File: src/rtl/fetch_unit_if.sv
// Bundle between the fetch stage, the icache, the hazard/branch logic and the IF/ID register.
// master = fetch unit side, slave = environment side.
interface fetch_unit_if;
    localparam int unsigned XLEN = 32;

    logic            imemREN;
    logic [XLEN-1:0] imemaddr;
    logic            ihit;
    logic [XLEN-1:0] imemload;
    logic            stall;
    logic            redirect;
    logic [XLEN-1:0] redirect_addr;
    logic [XLEN-1:0] instruction;
    logic [XLEN-1:0] pc_IF;
    logic [XLEN-1:0] next_pc_IF;
    logic            enable_IF_ID;
    logic            flush_IF_ID;
    logic            halted;
    logic            misalign_err;

    modport master (
        output imemREN, imemaddr, instruction, pc_IF, next_pc_IF,
               enable_IF_ID, flush_IF_ID, halted, misalign_err,
        input  ihit, imemload, stall, redirect, redirect_addr
    );

    modport slave (
        input  imemREN, imemaddr, instruction, pc_IF, next_pc_IF,
               enable_IF_ID, flush_IF_ID, halted, misalign_err,
        output ihit, imemload, stall, redirect, redirect_addr
    );
endinterface

File: src/rtl/fetch_unit.sv
// IF stage: PC ownership, icache requests, one-entry skid buffer and IF/ID load/flush control.
// Optional macro FETCH_ALIGN_CHECK_EN: force-align redirect targets and flag a sticky misalign_err.
module fetch_unit #(
    parameter logic [31:0] PC_RESET = 32'h0000_0000,
    parameter logic [5:0]  HALT_OPC = 6'b111111
) (
    input  logic          CLK,
    input  logic          nRST,
    fetch_unit_if.master  bus
);
    localparam int unsigned XLEN    = 32;
    localparam int unsigned OPC_LSB = 26;

    typedef enum logic [1:0] {
        FETCH  = 2'd0,
        HOLD   = 2'd1,
        HALTED = 2'd2
    } state_t;

    state_t          state, state_n;
    logic [XLEN-1:0] pc, pc_n;
    logic [XLEN-1:0] hold_instr, hold_instr_n;
    logic [XLEN-1:0] hold_pc, hold_pc_n;
    logic            halted_q;
    logic [XLEN-1:0] target;
    logic            load_is_halt;
    logic            hold_is_halt;
    logic            enable_c;
    logic            flush_c;

`ifdef FETCH_ALIGN_CHECK_EN
    logic misalign_q;

    assign target = {bus.redirect_addr[XLEN-1:2], 2'b00};

    // Sticky until reset: any misaligned redirect seen since reset.
    always_ff @(posedge CLK or negedge nRST) begin
        if (!nRST) begin
            misalign_q <= 1'b0;
        end else if (bus.redirect && (bus.redirect_addr[1:0] != 2'b00)) begin
            misalign_q <= 1'b1;
        end
    end

    assign bus.misalign_err = misalign_q;
`else
    assign target           = bus.redirect_addr;
    assign bus.misalign_err = 1'b0;
`endif

    assign load_is_halt = (bus.imemload[XLEN-1:OPC_LSB] == HALT_OPC);
    assign hold_is_halt = (hold_instr[XLEN-1:OPC_LSB] == HALT_OPC);

    always_ff @(posedge CLK or negedge nRST) begin
        if (!nRST) begin
            state      <= FETCH;
            pc         <= PC_RESET;
            hold_instr <= '0;
            hold_pc    <= '0;
            halted_q   <= 1'b0;
        end else begin
            state      <= state_n;
            pc         <= pc_n;
            hold_instr <= hold_instr_n;
            hold_pc    <= hold_pc_n;
            halted_q   <= (state_n == HALTED);
        end
    end

    // Redirect overrides everything; otherwise FETCH/HOLD advance on ihit/stall.
    always_comb begin
        state_n      = state;
        pc_n         = pc;
        hold_instr_n = hold_instr;
        hold_pc_n    = hold_pc;
        enable_c     = 1'b0;
        flush_c      = 1'b0;

        unique case (state)
            FETCH: begin
                if (bus.ihit) begin
                    if (!bus.stall) begin
                        enable_c = 1'b1;
                        if (load_is_halt) begin
                            state_n = HALTED;
                        end else begin
                            pc_n = pc + XLEN'(4);
                        end
                    end else begin
                        hold_instr_n = bus.imemload;
                        hold_pc_n    = pc;
                        pc_n         = pc + XLEN'(4);
                        state_n      = HOLD;
                    end
                end
            end
            HOLD: begin
                if (!bus.stall) begin
                    enable_c = 1'b1;
                    state_n  = hold_is_halt ? HALTED : FETCH;
                end
            end
            HALTED: begin
                state_n = HALTED;
            end
            default: begin
                state_n = FETCH;
            end
        endcase

        if (bus.redirect) begin
            flush_c  = 1'b1;
            enable_c = 1'b0;
            pc_n     = target;
            state_n  = FETCH;
        end
    end

    assign bus.imemREN      = (state == FETCH);
    assign bus.imemaddr     = pc;
    assign bus.instruction  = (state == HOLD) ? hold_instr : bus.imemload;
    assign bus.pc_IF        = (state == HOLD) ? hold_pc : pc;
    assign bus.next_pc_IF   = bus.pc_IF + XLEN'(4);
    assign bus.enable_IF_ID = enable_c;
    assign bus.flush_IF_ID  = flush_c;
    assign bus.halted       = halted_q;
endmodule
File: src/flat_wrapper.sv
// flat-port wrapper written by rule: the top's interface ports become plain ports
module fetch_unit_flat 
#(
    parameter logic [31:0] PC_RESET = 32'h0000_0000,
    parameter logic [5:0]  HALT_OPC = 6'b111111
)
  (CLK, nRST, bus_imemREN, bus_imemaddr, bus_instruction, bus_pc_IF, bus_next_pc_IF, bus_enable_IF_ID, bus_flush_IF_ID, bus_halted, bus_misalign_err, bus_ihit, bus_imemload, bus_stall, bus_redirect, bus_redirect_addr);
  fetch_unit_if bus_i ();
  input  logic CLK;
  input  logic nRST;
  output wire logic [$bits(bus_i.imemREN)-1:0] bus_imemREN;
  output wire logic [$bits(bus_i.imemaddr)-1:0] bus_imemaddr;
  output wire logic [$bits(bus_i.instruction)-1:0] bus_instruction;
  output wire logic [$bits(bus_i.pc_IF)-1:0] bus_pc_IF;
  output wire logic [$bits(bus_i.next_pc_IF)-1:0] bus_next_pc_IF;
  output wire logic [$bits(bus_i.enable_IF_ID)-1:0] bus_enable_IF_ID;
  output wire logic [$bits(bus_i.flush_IF_ID)-1:0] bus_flush_IF_ID;
  output wire logic [$bits(bus_i.halted)-1:0] bus_halted;
  output wire logic [$bits(bus_i.misalign_err)-1:0] bus_misalign_err;
  input wire logic [$bits(bus_i.ihit)-1:0] bus_ihit;
  input wire logic [$bits(bus_i.imemload)-1:0] bus_imemload;
  input wire logic [$bits(bus_i.stall)-1:0] bus_stall;
  input wire logic [$bits(bus_i.redirect)-1:0] bus_redirect;
  input wire logic [$bits(bus_i.redirect_addr)-1:0] bus_redirect_addr;
  assign bus_imemREN = bus_i.imemREN;
  assign bus_imemaddr = bus_i.imemaddr;
  assign bus_instruction = bus_i.instruction;
  assign bus_pc_IF = bus_i.pc_IF;
  assign bus_next_pc_IF = bus_i.next_pc_IF;
  assign bus_enable_IF_ID = bus_i.enable_IF_ID;
  assign bus_flush_IF_ID = bus_i.flush_IF_ID;
  assign bus_halted = bus_i.halted;
  assign bus_misalign_err = bus_i.misalign_err;
  assign bus_i.ihit = bus_ihit;
  assign bus_i.imemload = bus_imemload;
  assign bus_i.stall = bus_stall;
  assign bus_i.redirect = bus_redirect;
  assign bus_i.redirect_addr = bus_redirect_addr;
  fetch_unit #(.PC_RESET(PC_RESET), .HALT_OPC(HALT_OPC)) u_core (.CLK(CLK), .nRST(nRST), .bus(bus_i));
endmodule
File: config.mk
export PLATFORM = sky130hd
export DESIGN_NAME = fetch_unit_flat
export DESIGN_NICKNAME = d
export VERILOG_FILES = /design/src/rtl/fetch_unit_if.sv /design/src/rtl/fetch_unit.sv /design/src/flat_wrapper.sv
export SDC_FILE = /design/constraint.sdc
export NUM_CORES = 1
export LEC_CHECK = 0
export ABC_AREA = 1
export BUFFER_PORTS_ARGS = -buffer_cell sky130_fd_sc_hd__buf_4
export CAP_MARGIN = 40
export CORE_ASPECT_RATIO = 1.5
export CORE_MARGIN = 10
export CORE_UTILIZATION = 38
export DETAILED_ROUTE_END_ITERATION = 7
export GPL_TIMING_DRIVEN = 0
export PLACE_DENSITY = 0.61
export RECOVER_POWER = 100
export SLEW_MARGIN = 15
export SYNTH_ARGS = -nofsm -noshare
export SYNTH_HDL_FRONTEND = slang
export SYNTH_SLANG_ARGS = --single-unit
File: constraint.sdc
create_clock -name CLK -period 3.7 [get_ports CLK]
set_input_delay 0 -clock CLK [delete_from_list [all_inputs] [get_ports CLK]]
set_output_delay 0 -clock CLK [all_outputs]
set_load 0.05 [all_outputs]
==> impl_metrics.csv, run 1 <==
group,metric,value,unit
layout,drive_gt1_frac,0.110,
drt,total_wirelength_of_the_detailed_routed_design,29900,um
clocking,cts_inserted_buffers,9,
layout,finalInstanceArea,9360,um^2
setup_path,crit_path_end_kind,"output pin",
layout,diodes,0,
power,total_leakage_power,0.00457,uW
die,floorplan.initialDensity,0.384,
setup_path,startpoint_types,"flip-flop",
flow_run,cap_viol_max_count,1,
die,horizontal_die_dimension,131,um
run_status,failed_checks,"capacitance limit, slew limit",
clocking,cts.sinks,99,
drt,drc_errors,0,
synth,yosys_most_used_dff,"sky130_fd_sc_hd__dfrtp_1",
synth,synth_simple_gate_area_frac,0.399,
clocking,clock_tree_root_driver_cell,"sky130_fd_sc_hd__clkbuf_16",
timing,hold_violations,0,
grt,first_global_vias,8471,
setup_path,critPathMaxFanout,10,
timing,fmaxAchievable,305,MHz
clocking,cts.path.max_buffers,2,
clocking,tritoncts,"done",
drt,detailroute.via_count,8176,
die,dieArea,24500,um^2
synth,netlist-cell-type-count,34,
timing,fin_tns_setup,0,ps
synth,yosys_warnings,0,
timing,fin_crit,3280,ps
drt,wl_met1,11800,um
timing,final.setup_skew,9.04,ps
setup_path,startpoint_to_endpoint_class_of_the_critical_path,"flip-flop to output pin",
clocking,postCtsResizedCells,0,
timing,worst_hold_slack,11.0,ps
power,pwr_density_cell,439,nW/um^2
placed_design,instance_area_at_placement,8910,um^2
drt,routedWlPerCell,18.1,um
synth,seq_area_frac_synth,0.351,
synth,synth.mux.area_fraction,0.00425,
synth,combinational_family_with_the_most_area_after_synthesis,"simple AND/OR/NAND/NOR gates",
synth,synth_xor_xnor_area_share,0.0285,
synth,yosys_register_bits,99,
synth,ys_async_sr_fraction,1.00,
layout,design.final.nets,1470,
clocking,cts_setup_buffers,0,
synth,ys_top_cells_by_area,"sky130_fd_sc_hd__dfrtp_1 (35%), sky130_fd_sc_hd__nand2_1 (22%), sky130_fd_sc_hd__o21ai_0 (7.9%), sky130_fd_sc_hd__inv_1 (6.7%), sky130_fd_sc_hd__nand3_1 (6.2%)",
timing,grt_setup_unrepaired,"false",
grt,first_pass_grt_wire_length,46800,um
grt,antenna_found_initial,0,
placed_design,port-buffer-count,200,
drt,highest-signal-layer,"met4",
drt,route.met3.wl,1470,um
timing,max-slew-margin-rel,-0.406,
run_status,status,"finished, violations left",
drt,detailedRoute.firstIterationViolations,482,
die,chipHeight,187,um
setup_path,crit_arrival,3280,ps
timing,final-max-slew-violation-count,34,
drt,drt_pre_antenna_iters,5,
timing,fin_crit_sh,0.887,
die,pin_count,202,
drt,avgViaCountPerCell,4.94,
clocking,clk_pin_slew_worst_paths,70,ps
drt,met2_wirelength,15500,um
synth,synthCells,1124,
power,vdd_ir_drop_max,0.218,mV
synth,synth-compound-area-share,0.102,
placed_design,dp_hpwl,24000,um
synth,cell_taking_the_most_area_after_synthesis,"sky130_fd_sc_hd__dfrtp_1",
synth,netlist_area,7060,um^2
timing,timing_worst_slew_pin_value,2110,ps
drt,route.antenna.remaining_nets,0,
setup_path,worst_ep_required_time,3700,ps
grt,grt_remaining_overflow,0,
min_path,worstHoldPathType,"input port to flip-flop",
synth,synth_fa_ha_area_frac,0.00354,
synth,synth_enable_flop_cells,0,
placed_design,routabilityCongestion,0.954,
clocking,holdBufCountCts,63,
layout,areaGrowthSynthToFinish,32.5,%
grt,maximum_number_of_pins_on_one_net_before_global_route_repair,67,
synth,postSynthAreaPerCell,6.28,um^2
timing,report.final.setup_viol,0,
die,design.core.area,18400,um^2
synth,synth.top_cell.area_share,0.351,
die,placementRows,61,
synth,synth_nets,1195,
grt,grtUsageTotal,0.238,
clocking,clock_tree.htree_level_count,3,
synth,post-synth-top-count-cell,"sky130_fd_sc_hd__nand2_1",
synth,yosys-top-cells-count,"sky130_fd_sc_hd__nand2_1 (411), sky130_fd_sc_hd__inv_1 (126), sky130_fd_sc_hd__nor2_1 (115)",
clocking,worst_skew_pair.late_latency,360,ps
## sequential cells by signal, indices dropped and copies added (netlist names)
signal and flops:
u_core.hold_pc 32, u_core.state 2, u_core.hold_instr 32, u_core.bus.halted 1
u_core.bus.imemaddr 32
## power by group
part | internal (uW) | switching, uW | total [uW] | leakage (uW)
Combinational | 436 | 1350 | 1780 | 0.00323
Sequential | 1250 | 170 | 1420 | 0.00122
Clock | 459 | 448 | 907 | 0.000124
## area by class of cell
| class | count | area (um^2) |
|---|---|---|
| Tap cell | 252 | 315 |
| Sequential cell | 99 | 2480 |
| Timing Repair Buffer | 264 | 1740 |
| Inverter | 130 | 488 |
| Clock inverter | 7 | 52.6 |
| Fill cell | 2070 | 9040 |
| Multi-Input combinational cell | 843 | 3780 |
| Clock buffer | 9 | 225 |
| Buffer | 52 | 274 |
## kinds of logic (layout without fill, tap and decap cells)
kind of cell             count (synthesis)  after routing
AO/OA/AOI/OAI                          136            136
XOR/XNOR                                23             23
adder cells (fa/ha/maj)                  2              2
buffers and inverters                  182            462
flip-flops                              99             99
multiplexers                             3              3
other                                    1              1
AND/OR/NAND/NOR                        678            678
## metrics by stage
step	instances	setup WS [ps]	utilization	power (uW)
after CTS	1656	710	0.534	4270
after global placement	1576	1120	0.483	3290
after detailed placement	1577	1100	0.484	3310
after floorplan	1124	642	-	2660
final	1656	418	0.509	4110
after global routing	1656	277	0.509	4350
## placed cells by master, fill, tap and decap left out, types with 2 or more instances in the layout
master,netlist,final
sky130_fd_sc_hd__clkbuf_2,0,4
sky130_fd_sc_hd__nor2_1,115,119
sky130_fd_sc_hd__nand3_1,87,87
sky130_fd_sc_hd__a21oi_1,7,7
sky130_fd_sc_hd__dlygate4sd3_1,0,63
sky130_fd_sc_hd__xor2_1,23,23
sky130_fd_sc_hd__buf_4,10,97
sky130_fd_sc_hd__o211ai_1,7,7
sky130_fd_sc_hd__mux2i_1,3,3
sky130_fd_sc_hd__a22oi_1,7,7
sky130_fd_sc_hd__clkbuf_1,22,145
sky130_fd_sc_hd__buf_6,7,6
sky130_fd_sc_hd__ha_1,2,2
sky130_fd_sc_hd__nand3b_1,2,2
sky130_fd_sc_hd__nand4_1,16,16
sky130_fd_sc_hd__inv_1,126,128
sky130_fd_sc_hd__nor2_2,12,9
sky130_fd_sc_hd__nand2_2,19,18
sky130_fd_sc_hd__nor3_1,10,10
sky130_fd_sc_hd__dfrtp_1,99,99
sky130_fd_sc_hd__nand2_1,411,412
sky130_fd_sc_hd__clkinvlp_4,0,4
sky130_fd_sc_hd__o21ai_0,112,113
sky130_fd_sc_hd__clkbuf_16,0,9
## worst paths after layout
path | from | to | slack, ps | cells past startpoint
setup reg to reg | u_core.state[1] | u_core.bus.imemaddr[11] | 1000 | 9
hold / removal | bus_redirect_addr[21] | u_core.bus.imemaddr[21] | 10 | 5
setup / recovery | u_core.state[1] | bus_next_pc_IF[25] | 420 | 11
max in group asynchronous | nRST | u_core.hold_pc[11] | 1690 | 2
min in group asynchronous | nRST | u_core.hold_pc[30] | 790 | 2
hold reg to reg | u_core.hold_pc[31] | u_core.hold_pc[31] | 490 | 2
## metal layers
metal	vias to the layer above	global-route usage
li1	4077	-
met4	0	0.101
met5	-	0
met3	46	0.0449
met1	3797	0.254
met2	256	0.445
## worst max-delay path: stages (launching register included)
cell and delay [ps]:
sky130_fd_sc_hd__dfrtp_1 420, sky130_fd_sc_hd__inv_1 110, sky130_fd_sc_hd__clkbuf_1 500, sky130_fd_sc_hd__nand3_1 170, sky130_fd_sc_hd__nand2_2 170, sky130_fd_sc_hd__nand2_2 70
sky130_fd_sc_hd__nor2_1 460, sky130_fd_sc_hd__nand2_1 280, sky130_fd_sc_hd__inv_1 130, sky130_fd_sc_hd__nand3_1 80, sky130_fd_sc_hd__nand2_1 70, sky130_fd_sc_hd__clkbuf_1 470
(Power assumes the default switching activity.)
==> inputs of run 2 (changes only) <==
--- a/config.mk
+++ b/config.mk
@@ -6,10 +6,11 @@
 export NUM_CORES = 1
 export LEC_CHECK = 0
 export ABC_AREA = 1
+export ABC_CLOCK_PERIOD_IN_PS = 3250
 export BUFFER_PORTS_ARGS = -buffer_cell sky130_fd_sc_hd__buf_4
 export CAP_MARGIN = 40
 export CORE_ASPECT_RATIO = 1.5
-export CORE_MARGIN = 10
+export CORE_MARGIN = 4
 export CORE_UTILIZATION = 38
 export DETAILED_ROUTE_END_ITERATION = 7
 export GPL_TIMING_DRIVEN = 0
==> constraint.sdc (replaced) <==
create_clock -name CLK -period 3.25 [get_ports CLK]
set_input_delay 0 -clock CLK [delete_from_list [all_inputs] [get_ports CLK]]
set_output_delay 0 -clock CLK [all_outputs]
set_load 0.05 [all_outputs]
==> run 2 against run 1 <==
Compared with the run above:
- the flow still finishes with violations (capacitance limit, slew limit)
- clock-buffer cell count rose by 1
- first-iteration DRC count rose by 0.83%
- total power up 16%
- critical path depth is the same
- final cell count decreased by 0.24%
- die area down 15%
- sequential cell count is the same
- routed wire length down 5.6%
==> impl_metrics.csv, run 2 (synthesis results as in run 1) <==
group,metric,value,unit
timing,grt_setup_unrepaired,"false",
layout,fill_cell_count,1986,
grt,maximum_number_of_pins_on_one_net_before_global_route_repair,54,
grt,first_pass_grt_wire_length,44400,um
timing,final.setup_skew,8.68,ps
timing,fin_crit,2980,ps
setup_path,worst_ep_required_time,3250,ps
setup_path,timing.critical_path.slowest_cell_delay,430,ps
setup_path,crit_arrival,2980,ps
timing,fin_crit_sh,0.918,
timing,report.final.setup_viol,0,
run_status,failed_checks,"capacitance limit, slew limit",
grt,grtUsageTotal,0.270,
setup_path,top_delay_family_on_crit_path,"simple AND/OR/NAND/NOR gates",
setup_path,crit_path_end_kind,"output pin",
clocking,clock_tree_root_driver_cell,"sky130_fd_sc_hd__clkbuf_16",
timing,timing_worst_slew_pin_value,2320,ps
layout,area_occupied_by_multi_input_gates,3780,um^2
timing,max-slew-margin-rel,-0.546,
layout,diodes,0,
layout,mostFrequentLayoutCell,"sky130_fd_sc_hd__nand2_1",
clocking,cts_inserted_buffers,9,
flow_run,cap_viol_max_count,1,
clocking,clock_tree.htree_level_count,3,
die,design.core.area,18100,um^2
setup_path,timing.critical_path.cells,"clkbuf_1 > nand3_1 > nand2_1 > ha_1 > inv_1 > nor2_2 > nand2_1 > nor2_2 > nand2_1 > xor2_1 > buf_4",
drt,route.antenna.remaining_nets,0,
clocking,cts.sinks,99,
min_path,hold_end,"u_core.bus.imemaddr[21]",
setup_path,worstReg2RegEnd,"u_core.state[0]",
clocking,tritoncts,"done",
placed_design,detailedPlace.worstSlack,701,ps
timing,final-max-slew-violation-count,47,
drt,drc_errors,0,
setup_path,timing.critical_path.mode_cell,"sky130_fd_sc_hd__nand2_1",
layout,sequential_cell_area,2480,um^2
layout,drive_gt1_frac,0.120,
timing,fin_tns_setup,0,ps
drt,total_wirelength_of_the_detailed_routed_design,28200,um
drt,routedWlPerCell,17.1,um
setup_path,timing.rr.start,"u_core.state[0]",
setup_path,critPathMaxFanout,10,
run_status,status,"finished, violations left",
layout,design.final.nets,1470,
grt,first_global_vias,8140,
setup_path,startpoint_to_endpoint_class_of_the_critical_path,"flip-flop to output pin",
clocking,cts_setup_buffers,0,
grt,grt_remaining_overflow,0,
drt,drt_pre_antenna_iters,5,
power,pwr_density_cell,507,nW/um^2
die,horizontal_die_dimension,119,um
die,placementRows,60,
placed_design,routabilityCongestion,0.976,
power,total_power,4780,uW
clocking,worst_skew_pair.late_latency,350,ps
drt,detailroute.via_count,8133,
setup_path,ff2ff_path_depth,5,
drt,avgViaCountPerCell,4.92,
die,dieArea,20900,um^2
min_path,worst_hold_startpoint,"bus_redirect_addr[21]",
power,vdd_ir_drop_max,0.251,mV
die,chipHeight,175,um
layout,mostFrequentLayoutCells,"sky130_fd_sc_hd__nand2_1 (413), sky130_fd_sc_hd__clkbuf_1 (129), sky130_fd_sc_hd__inv_1 (127)",
setup_path,crit_buf_inv,3,
power,total_leakage_power,0.00465,uW
min_path,min_path_cells,5,
setup_path,slowest_stage,"sky130_fd_sc_hd__clkbuf_1",
clocking,clk_pin_slew_worst_paths,70,ps
grt,antenna_found_initial,0,
clocking,postCtsResizedCells,0,
layout,areaGrowthSynthToFinish,33.3,%
setup_path,startpoint_types,"flip-flop",
clocking,cts.path.max_buffers,2,
die,floorplan.initialDensity,0.390,
setup_path,reg2reg_slack,820,ps
timing,fmaxAchievable,335,MHz
timing,final.setup.worst_slack,267,ps
drt,detailedRoute.firstIterationViolations,486,
timing,hold_violations,0,
placed_design,port-buffer-count,200,
min_path,worstHoldPathType,"input port to flip-flop",
placed_design,dp_hpwl,22400,um
die,pin_count,202,
clocking,holdBufCountCts,63,
-- run 2: changes by cell type in the layout (fill, tap and decap cells not counted), sizes merged --
cell         change
buf              +2
bufinv           +1
clkbuf           -2
clkinv           -1
clkinvlp         -3
dlygate4sd2      +1
inv              +2
-- run 2: through the flow --
stage	area (um^2)	hold slack (ps)	utilization	std cells
after global routing	9410	18.4	0.520	1652
after floorplan	7060	-296	-	1124
final	9410	6.20	0.520	1652
after detailed placement	8900	-28.4	0.492	1573
after global placement	8870	213	0.490	1572
after CTS	9840	0.304	0.544	1652
-- run 2: metal layers --
metal / global-route usage / share of wire
met2: 0.502 / 0.52
met3: 0.0379 / 0.049
met4: 0.116 / 0.046
met1: 0.305 / 0.39
met5: 0 / 0
-- run 2: tightest hold or removal path: cells and delay by family --
kind,cells,cell delay (ps)
AND/OR/NAND/NOR,4,240
buffers and inverters,1,90
-- run 2: final cells by class --
cell class / instances / area share
plain buffers: 52 / 0.0295
clock buffers: 10 / 0.0254
clock inverters: 6 / 0.00731
inverters: 130 / 0.0519
multi-input cells: 843 / 0.401
flip-flops and latches: 99 / 0.263
well taps: 248 / 0.0330
repair buffers: 264 / 0.188
-- run 2: worst max-delay path by stage --
stage / end / depth (start not counted) / slack [ps] / start
floorplan: bus_next_pc_IF[16] / 12 / 190 / u_core.state[1]
global placement: bus_next_pc_IF[18] / 14 / 720 / u_core.state[1]
detailed placement: bus_next_pc_IF[18] / 14 / 700 / u_core.state[1]
CTS: bus_next_pc_IF[18] / 14 / 310 / u_core.state[1]
global route: bus_next_pc_IF[13] / 11 / 90 / u_core.state[0]
finish: bus_next_pc_IF[18] / 11 / 270 / u_core.state[0]
-- run 2: report_power, final --
part           total, uW  internal [uW]  leakage [uW]  switching (uW)
combinational       2020            503       0.00328            1510
clock               1140            626      0.000150             513
sequential          1620           1420       0.00122             198
==> inputs of run 3 (changes only) <==
--- a/config.mk
+++ b/config.mk
@@ -7,14 +7,14 @@
 export LEC_CHECK = 0
 export ABC_AREA = 1
 export ABC_CLOCK_PERIOD_IN_PS = 3250
-export BUFFER_PORTS_ARGS = -buffer_cell sky130_fd_sc_hd__buf_4
+export BUFFER_PORTS_ARGS = -buffer_cell sky130_fd_sc_hd__buf_2
 export CAP_MARGIN = 40
 export CORE_ASPECT_RATIO = 1.5
 export CORE_MARGIN = 4
 export CORE_UTILIZATION = 38
 export DETAILED_ROUTE_END_ITERATION = 7
 export GPL_TIMING_DRIVEN = 0
-export PLACE_DENSITY = 0.61
+export PLACE_DENSITY = 0.67
 export RECOVER_POWER = 100
 export SLEW_MARGIN = 15
 export SYNTH_ARGS = -nofsm -noshare
==> run 3 against run 2 <==
Compared with the run above:
- the flow still finishes with violations (capacitance limit, slew limit)
- sequential cell count unchanged
- worst setup slack lost 26 ps
- critical path depth is 3 higher
- largest power group unchanged
- clock skew about the same
- maximum frequency decreased by 0.86%
- hold slack gained 18 ps
==> impl_metrics.csv, run 3 (synthesis results as in run 1) <==
group,metric,value,unit
setup_path,timing.critical_path.mode_cell,"sky130_fd_sc_hd__nand2_1",
clocking,cts.path.max_buffers,2,
setup_path,timing.critical_path.cells,"inv_2 > nand2_2 > buf_6 > nand2_1 > o21ai_2 > inv_2 > ha_1 > inv_1 > nor2_2 > nand2_1 > nor2_2 > nand2_1 > xor2_1 > clkbuf_2",
layout,mostFrequentLayoutCell,"sky130_fd_sc_hd__nand2_1",
die,dieArea,20900,um^2
setup_path,startpoint_types,"flip-flop",
placed_design,post_place_cells,1573,
die,design.core.area,18100,um^2
run_status,status,"finished, violations left",
setup_path,startpoint_to_endpoint_class_of_the_critical_path,"flip-flop to output pin",
placed_design,port-buffer-count,200,
clocking,clk_pin_slew_worst_paths,70,ps
layout,design.final.nets,1470,
power,total_leakage_power,0.00451,uW
drt,route.antenna.remaining_nets,0,
timing,max-slew-margin-rel,-0.836,
power,total_power,4660,uW
timing,report.final.setup_viol,0,
layout,drive_gt1_frac,0.112,
setup_path,timing.critical_path.from,"u_core.state[1]",
layout,finalInstanceArea,9170,um^2
die,floorplan.initialDensity,0.390,
flow_run,cap_viol_max_count,1,
layout,finish.cell_count_without_fillers,1652,
die,pin_count,202,
die,placementRows,60,
clocking,clock_tree.htree_level_count,3,
timing,fin_tns_setup,0,ps
timing,fin_crit,3010,ps
grt,first_pass_grt_wire_length,44000,um
timing,final.setup_skew,8.88,ps
drt,drc_errors,0,
drt,detailedRoute.firstIterationViolations,570,
clocking,postCtsResizedCells,0,
setup_path,critPathMaxFanout,10,
drt,drt_pre_antenna_iters,5,
layout,mostFrequentLayoutCells,"sky130_fd_sc_hd__nand2_1 (411), sky130_fd_sc_hd__clkbuf_1 (147), sky130_fd_sc_hd__inv_1 (126)",
timing,fin_crit_sh,0.926,
layout,diodes,0,
timing,final-max-slew-violation-count,47,
setup_path,crit_buf_inv,5,
timing,grt_setup_unrepaired,"false",
setup_path,top_delay_family_on_crit_path,"simple AND/OR/NAND/NOR gates",
drt,avgViaCountPerCell,4.96,
power,pwr_density_cell,508,nW/um^2
setup_path,crit_arrival,3010,ps
min_path,worstHoldPathType,"input port to flip-flop",
timing,timing_worst_slew_pin_value,2750,ps
drt,total_wirelength_of_the_detailed_routed_design,27900,um
placed_design,dp_hpwl,21600,um
clocking,cts.sinks,99,
die,chipHeight,175,um
placed_design,instance_area_at_placement,8410,um^2
placed_design,routabilityCongestion,0.955,
timing,worst_hold_slack,24.1,ps
setup_path,timing.critical_path.slowest_cell_delay,430,ps
setup_path,timing.rr.start,"u_core.state[0]",
clocking,clock_tree_root_driver_cell,"sky130_fd_sc_hd__clkbuf_16",
layout,areaGrowthSynthToFinish,29.9,%
clocking,cts_inserted_buffers,9,
setup_path,crit_path_end_kind,"output pin",
grt,antenna_found_initial,0,
timing,hold_violations,0,
run_status,failed_checks,"capacitance limit, slew limit",
drt,detailroute.via_count,8194,
grt,grtUsageTotal,0.265,
setup_path,worst_ep_required_time,3250,ps
grt,first_global_vias,8286,
power,vdd_ir_drop_max,0.256,mV
clocking,tritoncts,"done",
die,horizontal_die_dimension,119,um
setup_path,slowest_stage,"sky130_fd_sc_hd__dfrtp_1",
min_path,worst_hold_startpoint,"bus_redirect_addr[25]",
clocking,worst_skew_pair.late_latency,350,ps
grt,grt_remaining_overflow,0,
drt,routedWlPerCell,16.9,um
grt,maximum_number_of_pins_on_one_net_before_global_route_repair,54,
timing,fmaxAchievable,332,MHz
run 3: changes by cell type in the layout (fill, tap and decap cells not counted), sizes merged:
cell         previous run  this run
clkbuf                156       170
dlygate4sd2             1         0
bufinv                  1         0
buf                   106        92
inv                   132       131
clkinv                  2         5
run 3: timing repair:
item | CTS | global route
hold endpoints to repair | 121 | 0
buffers inserted | 0 | 0
hold buffers | 63 | 0
run 3: area by class of cell:
| cell class | instances | area [um^2] |
|---|---|---|
| Buffer | 52 | 287 |
| Clock buffer | 9 | 225 |
| Clock inverter | 7 | 72.6 |
| Fill cell | 1912 | 8920 |
| Inverter | 130 | 488 |
| Multi-Input combinational cell | 843 | 3790 |
| Sequential cell | 99 | 2480 |
| Tap cell | 248 | 310 |
| Timing Repair Buffer | 264 | 1520 |
run 3: worst register-to-register path, cell delays in order (launching register included):
cell	delay (ps)
sky130_fd_sc_hd__dfrtp_1	410
sky130_fd_sc_hd__inv_1	70
sky130_fd_sc_hd__nor2_1	120
sky130_fd_sc_hd__clkbuf_1	680
sky130_fd_sc_hd__clkbuf_1	580
sky130_fd_sc_hd__nand4_1	190
sky130_fd_sc_hd__o211ai_1	140
sky130_fd_sc_hd__nand2_1	110
sky130_fd_sc_hd__inv_1	60
run 3: power breakdown:
group	switching [uW]	internal [uW]
clock network	530	541
registers	201	1420
logic	1510	448
run 3: path summary, 6_finish.rpt:
check / endpoint / slack, ps / depth (start not counted)
max in group asynchronous: u_core.bus.imemaddr[26] / 620 / 2
worst min-delay path: u_core.bus.imemaddr[25] / 20 / 5
worst min register to register: u_core.hold_pc[28] / 490 / 2
worst max-delay path: bus_next_pc_IF[18] / 240 / 14
worst max register to register: u_core.state[1] / 840 / 8
min in group asynchronous: u_core.hold_instr[23] / 1060 / 2
run 3: through the flow:
step / setup slack [ps] / utilization
6_report: 241 / 0.507
5_1_grt: 43.4 / 0.507
4_1_cts: 295 / 0.516
3_5_place_dp: 681 / 0.465
3_3_place_gp: 702 / 0.463
2_1_floorplan: 192 / -
run 3: metal layers:
metal,global-route usage,routed length (um),up-vias
li1,-,-,4072
met1,0.294,10500,3734
met2,0.489,14400,323
met3,0.0408,1740,65
met4,0.128,1200,0
met5,0,0,-
